File: src/rtl/key_led_pkg.sv
// Shared types and constants for the two-key LED pattern controller.
package key_led_pkg;

    localparam int CNT_W = 25;

    typedef enum logic [1:0] {
        IDLE  = 2'd0,
        FLOW  = 2'd1,
        BLINK = 2'd2
    } mode_t;

    localparam logic [1:0] LED_OFF    = 2'b00;
    localparam logic [1:0] FLOW_INIT  = 2'b01;
    localparam logic [1:0] BLINK_INIT = 2'b11;

    // Pattern loaded whenever a mode is (re)entered.
    function automatic logic [1:0] init_pattern(input mode_t m);
        logic [1:0] p;
        p = LED_OFF;
        case (m)
            FLOW:    p = FLOW_INIT;
            BLINK:   p = BLINK_INIT;
            default: p = LED_OFF;
        endcase
        return p;
    endfunction

endpackage

File: src/rtl/key_led_if.sv
// Board-side bundle: raw active-low keys in, active-high LED drive out.
interface key_led_if;
    logic [1:0] key;
    logic [1:0] led;

    modport master (output key, input  led);
    modport slave  (input  key, output led);
endinterface

File: src/rtl/key_sync.sv
// Two-flop synchronizer for asynchronous inputs. Resets to all-ones so
// active-low buttons read as released while in reset.
module key_sync #(
    parameter int W = 2
) (
    input  logic         clk,
    input  logic         rst,
    input  logic [W-1:0] d,
    output logic [W-1:0] q
);

    logic [W-1:0] ks1;
    logic [W-1:0] ks2;

    // ks1 catches the pin, ks2 gives the metastability settle cycle
    always_ff @(posedge clk) begin
        if (rst) begin
            ks1 <= '1;
            ks2 <= '1;
        end else begin
            ks1 <= d;
            ks2 <= ks1;
        end
    end

    assign q = ks2;

endmodule

File: src/rtl/key_led.sv
// Two-key LED pattern controller: key0 held -> LEDs alternate, key1 held ->
// LEDs blink together, nothing held -> LEDs off. Pattern steps every CNT_MAX
// cycles. led comes straight from a register.
module key_led
    import key_led_pkg::*;
#(
    parameter logic [CNT_W-1:0] CNT_MAX = 25'd25_000_000
) (
    input  logic       sys_clk,
    input  logic       sys_rst,
    key_led_if.slave   bus
);

    logic [1:0]       ks2;
    mode_t            mode_q, mode_d, mode_dec;
    logic [CNT_W-1:0] cnt_q, cnt_d;
    logic [1:0]       led_q, led_d;
    logic             tick;

    key_sync #(.W(2)) u_sync (
        .clk (sys_clk),
        .rst (sys_rst),
        .d   (bus.key),
        .q   (ks2)
    );

    assign tick = (cnt_q == CNT_MAX - 1'b1);

    // Decode requested mode; key0 wins when both keys are pressed
    always_comb begin
        mode_dec = IDLE;
        if (!ks2[0])
            mode_dec = FLOW;
        else if (!ks2[1])
            mode_dec = BLINK;
    end

    // Next state: a mode change restarts the step and beats a same-cycle tick
    always_comb begin
        mode_d = mode_q;
        cnt_d  = cnt_q;
        led_d  = led_q;
        if (mode_dec != mode_q) begin
            mode_d = mode_dec;
            cnt_d  = '0;
            led_d  = init_pattern(mode_dec);
        end else begin
            case (mode_q)
                FLOW, BLINK: begin
                    if (tick) begin
                        cnt_d = '0;
                        led_d = (mode_q == FLOW) ? {led_q[0], led_q[1]} : ~led_q;
                    end else begin
                        cnt_d = cnt_q + 1'b1;
                    end
                end
                default: begin
                    cnt_d = '0;
                    led_d = LED_OFF;
                end
            endcase
        end
    end

    // State registers; reset overrides everything
    always_ff @(posedge sys_clk) begin
        if (sys_rst) begin
            mode_q <= IDLE;
            cnt_q  <= '0;
            led_q  <= LED_OFF;
        end else begin
            mode_q <= mode_d;
            cnt_q  <= cnt_d;
            led_q  <= led_d;
        end
    end

    assign bus.led = led_q;

endmodule

File: src/flat_wrapper.sv
// flat-port wrapper written by rule: the top's interface ports become plain ports
module key_led_flat import key_led_pkg::*;
#(
    parameter logic [CNT_W-1:0] CNT_MAX = 25'd25_000_000
)
  (sys_clk, sys_rst, bus_key, bus_led);
  key_led_if bus_i ();
  input  logic sys_clk;
  input  logic sys_rst;
  input wire logic [$bits(bus_i.key)-1:0] bus_key;
  output wire logic [$bits(bus_i.led)-1:0] bus_led;
  assign bus_i.key = bus_key;
  assign bus_led = bus_i.led;
  key_led #(.CNT_MAX(CNT_MAX)) u_core (.sys_clk(sys_clk), .sys_rst(sys_rst), .bus(bus_i));
endmodule
File: config.mk
export PLATFORM = sky130hd
export DESIGN_NAME = key_led_flat
export DESIGN_NICKNAME = d
export VERILOG_FILES = /design/src/rtl/key_led_pkg.sv /design/src/rtl/key_led_if.sv /design/src/rtl/key_sync.sv /design/src/rtl/key_led.sv /design/src/flat_wrapper.sv
export SDC_FILE = /design/constraint.sdc
export NUM_CORES = 1
export LEC_CHECK = 0
export BUFFER_PORTS_ARGS = -buffer_cell sky130_fd_sc_hd__buf_2
export CAP_MARGIN = 5
export CORE_UTILIZATION = 41
export DETAILED_ROUTE_END_ITERATION = 12
export GPL_TIMING_DRIVEN = 0
export SYNTH_ARGS = -nofsm -noshare
export SYNTH_HDL_FRONTEND = slang
export SYNTH_SLANG_ARGS = --single-unit
export TNS_END_PERCENT = 50
File: constraint.sdc
create_clock -name sys_clk -period 4 [get_ports sys_clk]
set_clock_uncertainty 0.15 [all_clocks]
set_input_delay 0.8 -clock sys_clk [delete_from_list [all_inputs] [get_ports sys_clk]]
set_output_delay 0.8 -clock sys_clk [all_outputs]
set_load 0.005 [all_outputs]
==> flow_summary.json, run 1 <==
{
  "outcome": "completed",
  "slowest_delay_ns": 0.55,
  "min_path_type": "flip-flop to flip-flop",
  "drtPass1Iterations": 4,
  "r2r-end": "u_core.cnt_q[2]",
  "slew_violations": 0,
  "arrival_ns": 2.46,
  "nNetsFinal": 189,
  "post_drt_wl_per_cell_um": 13.1,
  "drtIter0Drc": 112,
  "fmax_mhz": 420,
  "dp_hpwl_um": 2210,
  "tritoncts": "done",
  "num_rows": 21,
  "post_dp_cell_area_mm2": 0.00158,
  "clockBufferDepth": 2,
  "n_antenna_cell": 0,
  "antenna_left": 0,
  "ys_types": 33,
  "ir_drop_v": 0.000205,
  "fin_cells": 230,
  "start_util_pct": 43.8,
  "cts_resized": 0,
  "synth_compound_area_share_pct": 14.5,
  "path_max_fanout": 10,
  "rsz0062_at_grt": "no",
  "tightest_slew_ns": 0.436,
  "insertion_delay_ns": 0.34,
  "synth-xor-area-share_pct": 5.85,
  "h-tree-depth": 2,
  "fp.dieArea_mm2": 0.00390,
  "period_share_pct": 59.5,
  "die_h_um": 62.4,
  "clkTransAtPathRegs_ns": 0.11,
  "cts.sinks": 33,
  "synthDominantCellAreaShare_pct": 44.1,
  "min_to": "u_core.u_sync.q[1]",
  "drcViolationCount": 0,
  "synth-seq-area-share_pct": 44.1,
  "via_per_inst": 5.55,
  "grt_usage_pct": 17.7,
  "ctsRootBufferMaster": "clkbuf_4",
  "critPathLaunchType": "flip-flop",
  "grt_overflow_total": 0,
  "grt_pass1_wl_um": 5510,
  "fin_hold_ws_ns": 0.279,
  "holdBufCountCts": 0,
  "numPlacedInstances": 222,
  "syn2layout_area_growth_pct": 11.4,
  "p_leak_nw": 0.532,
  "cellPowerDensity_mw_per_mm2": 368,
  "gp_congestion": 0.741,
  "post_cts_buffers": 0,
  "synthSimpleGateAreaFrac_pct": 29.5,
  "die_w_um": 62.4,
  "synth_warnings": 0,
  "netlist_top_cells_area": "dfxtp_1 (44%), a21oi_1 (4.7%), nor2_1 (4.0%)",
  "ff2ff_setup_slack_ns": 1.62,
  "hold_viol": 0,
  "cap_viol_max_count": 0,
  "port_buffers": 5,
  "finish.instance_area_mm2": 0.00167,
  "cts_buffers": 5,
  "netlist_instances": 171,
  "timing.slew.headroom_pct": 71.0,
  "drive_gt1_share_pct": 13.0,
  "top_level_ports": 6,
  "avgSynthCellArea_um2": 8.76,
  "required_ns": 4.08,
  "synth_area_mm2": 0.00150,
  "ys_ff_latch": 33,
  "synth_fp_nets": 177,
  "yosysTopAreaCell": "dfxtp_1",
  "dr_total_vias": 1277,
  "path_class": "flip-flop to flip-flop",
  "synthAdderAreaFrac_pct": 1.67,
  "synth_top_family_by_area": "simple AND/OR/NAND/NOR gates",
  "grt_pass1_vias": 1298,
  "end_kind": "flip-flop",
  "fin_crit_ns": 2.38,
  "holdPathStages": 1,
  "hold_start": "u_core.u_sync.ks1[1]",
  "setup_viol": 0,
  "routed_wl_um": 3010,
  "slowest_stage": "or4_4",
  "synth.area.mux_share_pct": 0.668,
  "rr_worst_depth": 5,
  "antenna_found_initial": 0,
  "coreArea_mm2": 0.00342,
  "fillers": 334,
  "setup_tns_ns": 0,
  "grt_max_degree": 12,
  "crit_chain": "or4b_1 -> or4_4 -> o211ai_2 -> buf_2 -> nor2_1",
  "crit-reg2reg-launch": "u_core.cnt_q[15]"
}
-- flip-flops by register name, indices dropped and copies added (netlist names) --
signal             count
u_core.cnt_q          25
u_core.bus.led         2
u_core.mode_q          2
u_core.u_sync.ks1      2
u_core.u_sync.q        2
-- cell usage after synthesis --
| library cell | n |
|---|---|
| dfxtp_1 | 33 |
| nor2_1 | 16 |
| a21oi_1 | 14 |
| nand3_1 | 10 |
| o21ai_0 | 8 |
| or3_1 | 8 |
| or4_1 | 8 |
| inv_1 | 7 |
| o31ai_1 | 7 |
| and3_1 | 6 |
| nand2_1 | 6 |
| nand4_1 | 6 |
| or2_2 | 6 |
| xor2_1 | 6 |
| clkbuf_1 | 5 |
| xnor2_1 | 4 |
| a2111oi_1 | 2 |
| buf_2 | 2 |
| ha_1 | 2 |
| or4bb_1 | 2 |
| a2111oi_0 | 1 |
| a31oi_1 | 1 |
| and2_1 | 1 |
| and4_1 | 1 |
| mux2i_1 | 1 |
| nand2b_1 | 1 |
| nor2b_1 | 1 |
| nor4_1 | 1 |
| o211ai_2 | 1 |
| o21a_1 | 1 |
| or3b_2 | 1 |
| or4_4 | 1 |
| or4b_1 | 1 |
-- area by class of cell --
| class | count | area, um^2 | share of cell area (%) |
|---|---|---|---|
| clock buffers | 6 | 51.3 | 3.07 |
| clock inverters | 2 | 37.5 | 2.25 |
| inverters | 7 | 26.3 | 1.57 |
| plain buffers | 7 | 28.8 | 1.72 |
| repair buffers | 5 | 25.0 | 1.50 |
| well taps | 46 | 57.6 | 3.45 |
| flip-flops and latches | 33 | 661 | 39.6 |
| multi-input cells | 124 | 782 | 46.9 |
-- layout by cell type (no fill, tap or decap), types with 2 or more instances in the layout --
cell / instances
ha_1: 2
clkbuf_1: 5
a21oi_1: 14
nand3_1: 10
nand2_1: 6
xnor2_1: 4
clkbuf_4: 5
or4bb_1: 2
o31ai_1: 7
or4_1: 8
or2_2: 6
xor2_1: 6
and3_1: 6
dfxtp_1: 33
o21ai_0: 8
buf_2: 7
nor2_1: 16
a2111oi_1: 2
inv_1: 7
nand4_1: 6
or3_1: 8
-- critical path, delay by kind of cell (launching register included) --
kind / cells / cell delay, ns
buffers and inverters: 1 / 0.28
DFF: 1 / 0.37
AOI/OAI and AO/OA: 1 / 0.31
and+or+nand+nor: 3 / 1.16
-- where the power goes --
part / leakage, nW / switching [mW] / internal, mW
Combinational: 0.221 / 0.00892 / 0.00769
Clock: 0.0445 / 0.114 / 0.148
Sequential: 0.267 / 0.00285 / 0.332
Total: 0.532 / 0.126 / 0.488
-- through the flow --
| step | util, % | setup WS, ns | power, mW |
|---|---|---|---|
| CTS | 48.9 | 1.61 | 0.625 |
| global placement | 46.3 | 1.66 | 0.358 |
| detailed placement | 46.3 | 1.63 | 0.359 |
| floorplan | - | 1.83 | 0.353 |
| global route | 48.9 | 1.46 | 0.646 |
| finish | 48.9 | 1.62 | 0.615 |
-- metal layers --
metal	part of all wire [%]	up-vias	wire length, um	track usage (%)
met5	0	-	0	0
met4	1.7	0	51	6.10
met3	3.0	8	89	6.02
met2	48	21	1440	29.5
met1	48	596	1430	21.2
li1	-	652	-	-
-- cells by family (layout without fill, tap and decap cells) --
| group | after synthesis | in the layout |
|---|---|---|
| flip-flops | 33 | 33 |
| XOR/XNOR | 10 | 10 |
| buffers and inverters | 14 | 27 |
| adder cells (fa/ha/maj) | 2 | 2 |
| multiplexers | 1 | 1 |
| AO/OA/AOI/OAI | 35 | 35 |
| AND/OR/NAND/NOR | 76 | 76 |
-- worst max-delay path by stage --
stage / startpoint / endpoint / slack, ns / depth (start not counted)
6_report: u_core.cnt_q[15] / u_core.cnt_q[2] / 1.62 / 5
3_3_place_gp: u_core.cnt_q[15] / u_core.cnt_q[2] / 1.66 / 5
2_1_floorplan: u_core.cnt_q[15] / u_core.bus.led[0] / 1.83 / 4
5_1_grt: u_core.cnt_q[15] / u_core.cnt_q[2] / 1.46 / 5
4_1_cts: u_core.cnt_q[15] / u_core.cnt_q[10] / 1.61 / 5
3_5_place_dp: u_core.cnt_q[15] / u_core.cnt_q[3] / 1.63 / 5
No activity file was read; power rests on OpenSTA's default activity.
==> run 2: changes to the inputs <==
==> constraint.sdc (replaced) <==
create_clock -name sys_clk -period 2.34 [get_ports sys_clk]
set_clock_uncertainty 0.15 [all_clocks]
set_input_delay 0.468 -clock sys_clk [delete_from_list [all_inputs] [get_ports sys_clk]]
set_output_delay 0.468 -clock sys_clk [all_outputs]
set_load 0.005 [all_outputs]
==> run 2 against run 1 <==
Hold slack got worse by 0.12 ns. Clock power grew 72%. Fmax grew 2.4%. Critical endpoint is now u_core.bus.led[0]. Sequential share of layout area fell by 1.6 points. Register-to-register slack worse by 1.6 ns. Wire length up 2.3%. First-iteration DRC count rose by 13%. Final area increased by 4.9%. Setup slack worse by 1.6 ns. Combinational power increased by 120%. Critical path depth down 1.
==> flow_summary.json, run 2 (synthesized netlist as in run 1, its figures left out) <==
{
  "clkTransAtPathRegs_ns": 0.11,
  "end_kind": "flip-flop",
  "clockBufferDepth": 2,
  "grt_max_degree": 12,
  "period_share_pct": 99.3,
  "setup_viol": 0,
  "numPlacedInstances": 222,
  "insertion_delay_ns": 0.34,
  "via_per_inst": 5.63,
  "min_path_type": "input pin to flip-flop",
  "fin_cells": 232,
  "path_depth": 4,
  "path_max_fanout": 4,
  "slowest_delay_ns": 0.60,
  "fillers": 322,
  "grt_overflow_total": 0,
  "drtPass1Iterations": 4,
  "h-tree-depth": 2,
  "dp_hpwl_um": 2210,
  "num_rows": 21,
  "routed_wl_um": 3080,
  "top_register": "u_core.cnt_q",
  "critPathLaunchType": "flip-flop",
  "cts_buffers": 5,
  "timing.slew.headroom_pct": 64.6,
  "crit_chain": "or4b_4 -> or4_4 -> o21a_4 -> a2111oi_2",
  "cap_viol_max_count": 0,
  "die_w_um": 62.4,
  "grt_pass1_wl_um": 5500,
  "drive_gt1_share_pct": 17.2,
  "path_class": "flip-flop to flip-flop",
  "setup_tns_ns": 0,
  "final_common_cell": "dfxtp_1",
  "fin_crit_ns": 2.32,
  "antenna_left": 0,
  "port_buffers": 5,
  "arrival_ns": 2.41,
  "post_drt_wl_per_cell_um": 13.3,
  "fin_util_pct": 51.2,
  "top_level_ports": 6,
  "nNetsFinal": 191,
  "fp.dieArea_mm2": 0.00390,
  "crit_family": "simple AND/OR/NAND/NOR gates",
  "ir_drop_v": 0.000352,
  "required_ns": 2.43,
  "drcViolationCount": 0,
  "grt_pass1_vias": 1289,
  "coreArea_mm2": 0.00342,
  "gp_congestion": 0.741,
  "die_h_um": 62.4,
  "hold_viol": 0,
  "cts.sinks": 33,
  "holdBufCountCts": 0,
  "p_leak_nw": 0.555,
  "holdPathStages": 2,
  "largest_register_ffs": 25,
  "rsz0062_at_grt": "yes",
  "ctsRootBufferMaster": "clkbuf_4",
  "path_buf_inv": 0,
  "tritoncts": "done",
  "rr_worst_depth": 4,
  "grt_usage_pct": 17.7,
  "dr_total_vias": 1305,
  "slowest_stage": "or4_4",
  "slew_violations": 0,
  "start_util_pct": 43.8,
  "antenna_found_initial": 0,
  "fmax_mhz": 430,
  "tightest_slew_ns": 0.529,
  "drtIter0Drc": 127,
  "final_cell_mix": "dfxtp_1 (32), nor2_1 (16), a21oi_1 (14), nand3_1 (10)",
  "n_antenna_cell": 0,
  "outcome": "completed",
  "cellPowerDensity_mw_per_mm2": 606,
  "syn2layout_area_growth_pct": 16.9
}
-- run 2: cell types whose count changed in the layout (fill, tap and decap cells not counted), sizes merged --
| cell | before | now |
|---|---|---|
| buf | 7 | 9 |
-- run 2: layer usage --
layer | track usage [%] | part of all wire, % | vias up
li1 | - | - | 659
met1 | 21.3 | 47 | 619
met2 | 29.3 | 48 | 21
met3 | 6.02 | 3.2 | 6
met4 | 6.10 | 1.6 | 0
met5 | 0 | 0 | -
-- run 2: layout make-up --
type                            instances  area, um^2  area share [%]
Inverter                                7        26.3            1.50
Tap cell                               46        57.6            3.29
Clock buffer                            6        51.3            2.93
Sequential cell                        33         664            38.0
Buffer                                  7        41.3            2.36
Clock inverter                          2        37.5            2.14
Timing Repair Buffer                    7        40.0            2.29
Multi-Input combinational cell        124         832            47.5
-- run 2: through the flow --
step	hold WS, ns	total power, mW	worst slack (ns)	area [um^2]
3_5_place_dp	0.259	0.614	-0.0268	1580
3_3_place_gp	0.242	0.612	-0.000899	1580
2_1_floorplan	0.239	0.603	0.166	1500
5_1_grt	0.127	1.11	-0.0802	1750
6_report	0.159	1.06	0.0164	1750
4_1_cts	0.139	1.07	0.00532	1680
-- run 2: worst register-to-register path, cell delays in order, from the launching register on --
cell,delay [ns]
dfxtp_4,0.37
or4b_4,0.52
or4_4,0.60
o21a_4,0.24
a2111oi_2,0.35
-- run 2: where the power goes --
group,total [mW],leakage [nW],switching (mW),internal [mW]
logic,0.0369,0.243,0.0197,0.0172
clock network,0.452,0.0445,0.198,0.254
registers,0.572,0.268,0.00482,0.567
-- run 2: path summary, 6_finish.rpt --
path / start / endpoint / slack (ns)
hold reg to reg: u_core.u_sync.ks1[1] / u_core.u_sync.q[1] / 0.28
hold / removal: bus_key[1] / u_core.u_sync.ks1[1] / 0.16
setup reg to reg: u_core.cnt_q[15] / u_core.bus.led[0] / 0.02
setup / recovery: u_core.cnt_q[15] / u_core.bus.led[0] / 0.02
-- run 2: timing repair --
action                                  in CTS  in global routing
endpoints found under the setup margin      21                 22
endpoints found under the hold margin        0                  0
buffers inserted                             0                  2
resized for setup                            3                 12
pin swaps                                    0                  4
==> run 3: changes to the inputs <==
--- a/config.mk
+++ b/config.mk
@@ -8,6 +8,7 @@
 export BUFFER_PORTS_ARGS = -buffer_cell sky130_fd_sc_hd__buf_2
 export CAP_MARGIN = 5
 export CORE_UTILIZATION = 41
+export CTS_BUF_LIST = sky130_fd_sc_hd__clkbuf_8
 export DETAILED_ROUTE_END_ITERATION = 12
 export GPL_TIMING_DRIVEN = 0
 export SYNTH_ARGS = -nofsm -noshare
==> run 3 against run 2 <==
Cell count did not move. Highest routed layer unchanged. Combinational power about the same. Power up 10%. Wire length grew 0.52%. Critical endpoint unchanged. Non-clock buffer count did not move. Flip-flop and latch count unchanged. Final area rose by 1.6%. Largest power group unchanged. Setup slack better by 0.010 ns. Utilization grew 0.81 points.
==> flow_summary.json, run 3 (synthesized netlist as in run 1, its figures left out) <==
{
  "drtIter0Drc": 97,
  "top_usage_layer": "met2",
  "coreArea_mm2": 0.00342,
  "drive_gt1_share_pct": 17.2,
  "dr_total_vias": 1305,
  "gp_congestion": 0.741,
  "grt_pass1_wl_um": 5530,
  "fin_crit_ns": 2.31,
  "top_level_ports": 6,
  "via_per_inst": 5.63,
  "ir_drop_v": 0.000397,
  "met2_usage_pct": 29.5,
  "fin_hold_ws_ns": 0.207,
  "p_leak_nw": 0.566,
  "drcViolationCount": 0,
  "path_buf_inv": 0,
  "post_dp_cell_area_mm2": 0.00158,
  "ctsRootBufferMaster": "clkbuf_8",
  "clockBufferDepth": 2,
  "top_register": "u_core.cnt_q",
  "post_drt_wl_per_cell_um": 13.4,
  "die_h_um": 62.4,
  "grt_pass1_vias": 1292,
  "tightest_slew_ns": 0.556,
  "clkTransAtPathRegs_ns": 0.07,
  "largest_register_ffs": 25,
  "insertion_delay_ns": 0.29,
  "min_path_type": "input pin to flip-flop",
  "crit_chain": "or4b_4 -> or4_4 -> o21a_4 -> a2111oi_2",
  "antenna_left": 0,
  "required_ns": 2.38,
  "fmax_mhz": 432,
  "final_common_cell": "dfxtp_1",
  "numPlacedInstances": 222,
  "slowest_delay_ns": 0.60,
  "cellPowerDensity_mw_per_mm2": 656,
  "rsz0062_at_grt": "yes",
  "hold_viol": 0,
  "drtPass1Iterations": 4,
  "outcome": "completed",
  "arrival_ns": 2.35,
  "fin_util_pct": 52.1,
  "dp_hpwl_um": 2210,
  "holdBufCountCts": 0,
  "syn2layout_area_growth_pct": 18.7,
  "period_share_pct": 98.8,
  "cap_viol_max_count": 0,
  "setup_viol": 0,
  "grt_max_degree": 12,
  "fin_cells": 232,
  "n_antenna_cell": 0,
  "num_rows": 21,
  "cts_buffers": 5,
  "die_w_um": 62.4,
  "timing.slew.headroom_pct": 62.7,
  "met1_usage_pct": 21.5,
  "antenna_found_initial": 0,
  "h-tree-depth": 2,
  "nNetsFinal": 191,
  "crit_family": "simple AND/OR/NAND/NOR gates",
  "met3_usage_pct": 6.02,
  "end_kind": "flip-flop",
  "start_util_pct": 43.8,
  "final_cell_mix": "dfxtp_1 (32), nor2_1 (16), a21oi_1 (14), nand3_1 (10)",
  "path_class": "flip-flop to flip-flop",
  "fp.dieArea_mm2": 0.00390,
  "critPathLaunchType": "flip-flop",
  "grt_overflow_total": 0,
  "slew_violations": 0,
  "cts.sinks": 33,
  "slowest_stage": "or4_4",
  "port_buffers": 5,
  "grt_usage_pct": 17.9,
  "path_max_fanout": 4,
  "routed_wl_um": 3100,
  "finish.instance_area_mm2": 0.00178,
  "tritoncts": "done"
}
## run 3: cell counts in the layout (fill, tap and decap cells not counted)
Identical to the previous run, type by type.
## run 3: routing by layer
| metal | share of wire (%) | wire, um | up-vias |
|---|---|---|---|
| met5 | 0 | 0 | - |
| met4 | 1.5 | 48 | 0 |
| met3 | 4.1 | 127 | 6 |
| met2 | 49 | 1520 | 23 |
| met1 | 45 | 1410 | 621 |
| li1 | - | - | 655 |
## run 3: final timing paths
kind | slack (ns) | from | cells after the start | end
worst max-delay path | 0.03 | u_core.cnt_q[15] | 4 | u_core.bus.led[0]
worst min-delay path | 0.21 | bus_key[1] | 2 | u_core.u_sync.ks1[1]
worst max register to register | 0.03 | u_core.cnt_q[15] | 4 | u_core.bus.led[0]
worst min register to register | 0.27 | u_core.u_sync.ks1[1] | 1 | u_core.u_sync.q[1]
## run 3: per-stage QoR
stage | worst slack [ns] | TNS, ns | power (mW)
floorplan | 0.166 | 0 | 0.603
global placement | -0.000899 | -0.00210 | 0.612
detailed placement | -0.0268 | -0.310 | 0.614
CTS | -0.0348 | -0.518 | 1.17
global route | -0.0646 | -0.101 | 1.21
finish | 0.0269 | 0 | 1.17
## run 3: timing repair
action	4_1_cts	5_1_grt
buffers inserted	0	2
setup endpoints to repair	21	22
pin swaps	0	4
resized for setup	1	15
## run 3: where the power goes
group | switching (mW) | internal, mW | leakage (nW)
Clock | 0.212 | 0.346 | 0.0574
Sequential | 0.00480 | 0.567 | 0.268
Combinational | 0.0198 | 0.0170 | 0.241
## run 3: cell type report
| type | count | area (um^2) |
|---|---|---|
| clock buffers | 6 | 82.6 |
| fillers | 321 | 1640 |
| multi-input cells | 124 | 832 |
| flip-flops and latches | 33 | 664 |
| clock inverters | 2 | 37.5 |
| plain buffers | 7 | 37.5 |
| well taps | 46 | 57.6 |
| inverters | 7 | 26.3 |
| repair buffers | 7 | 40.0 |
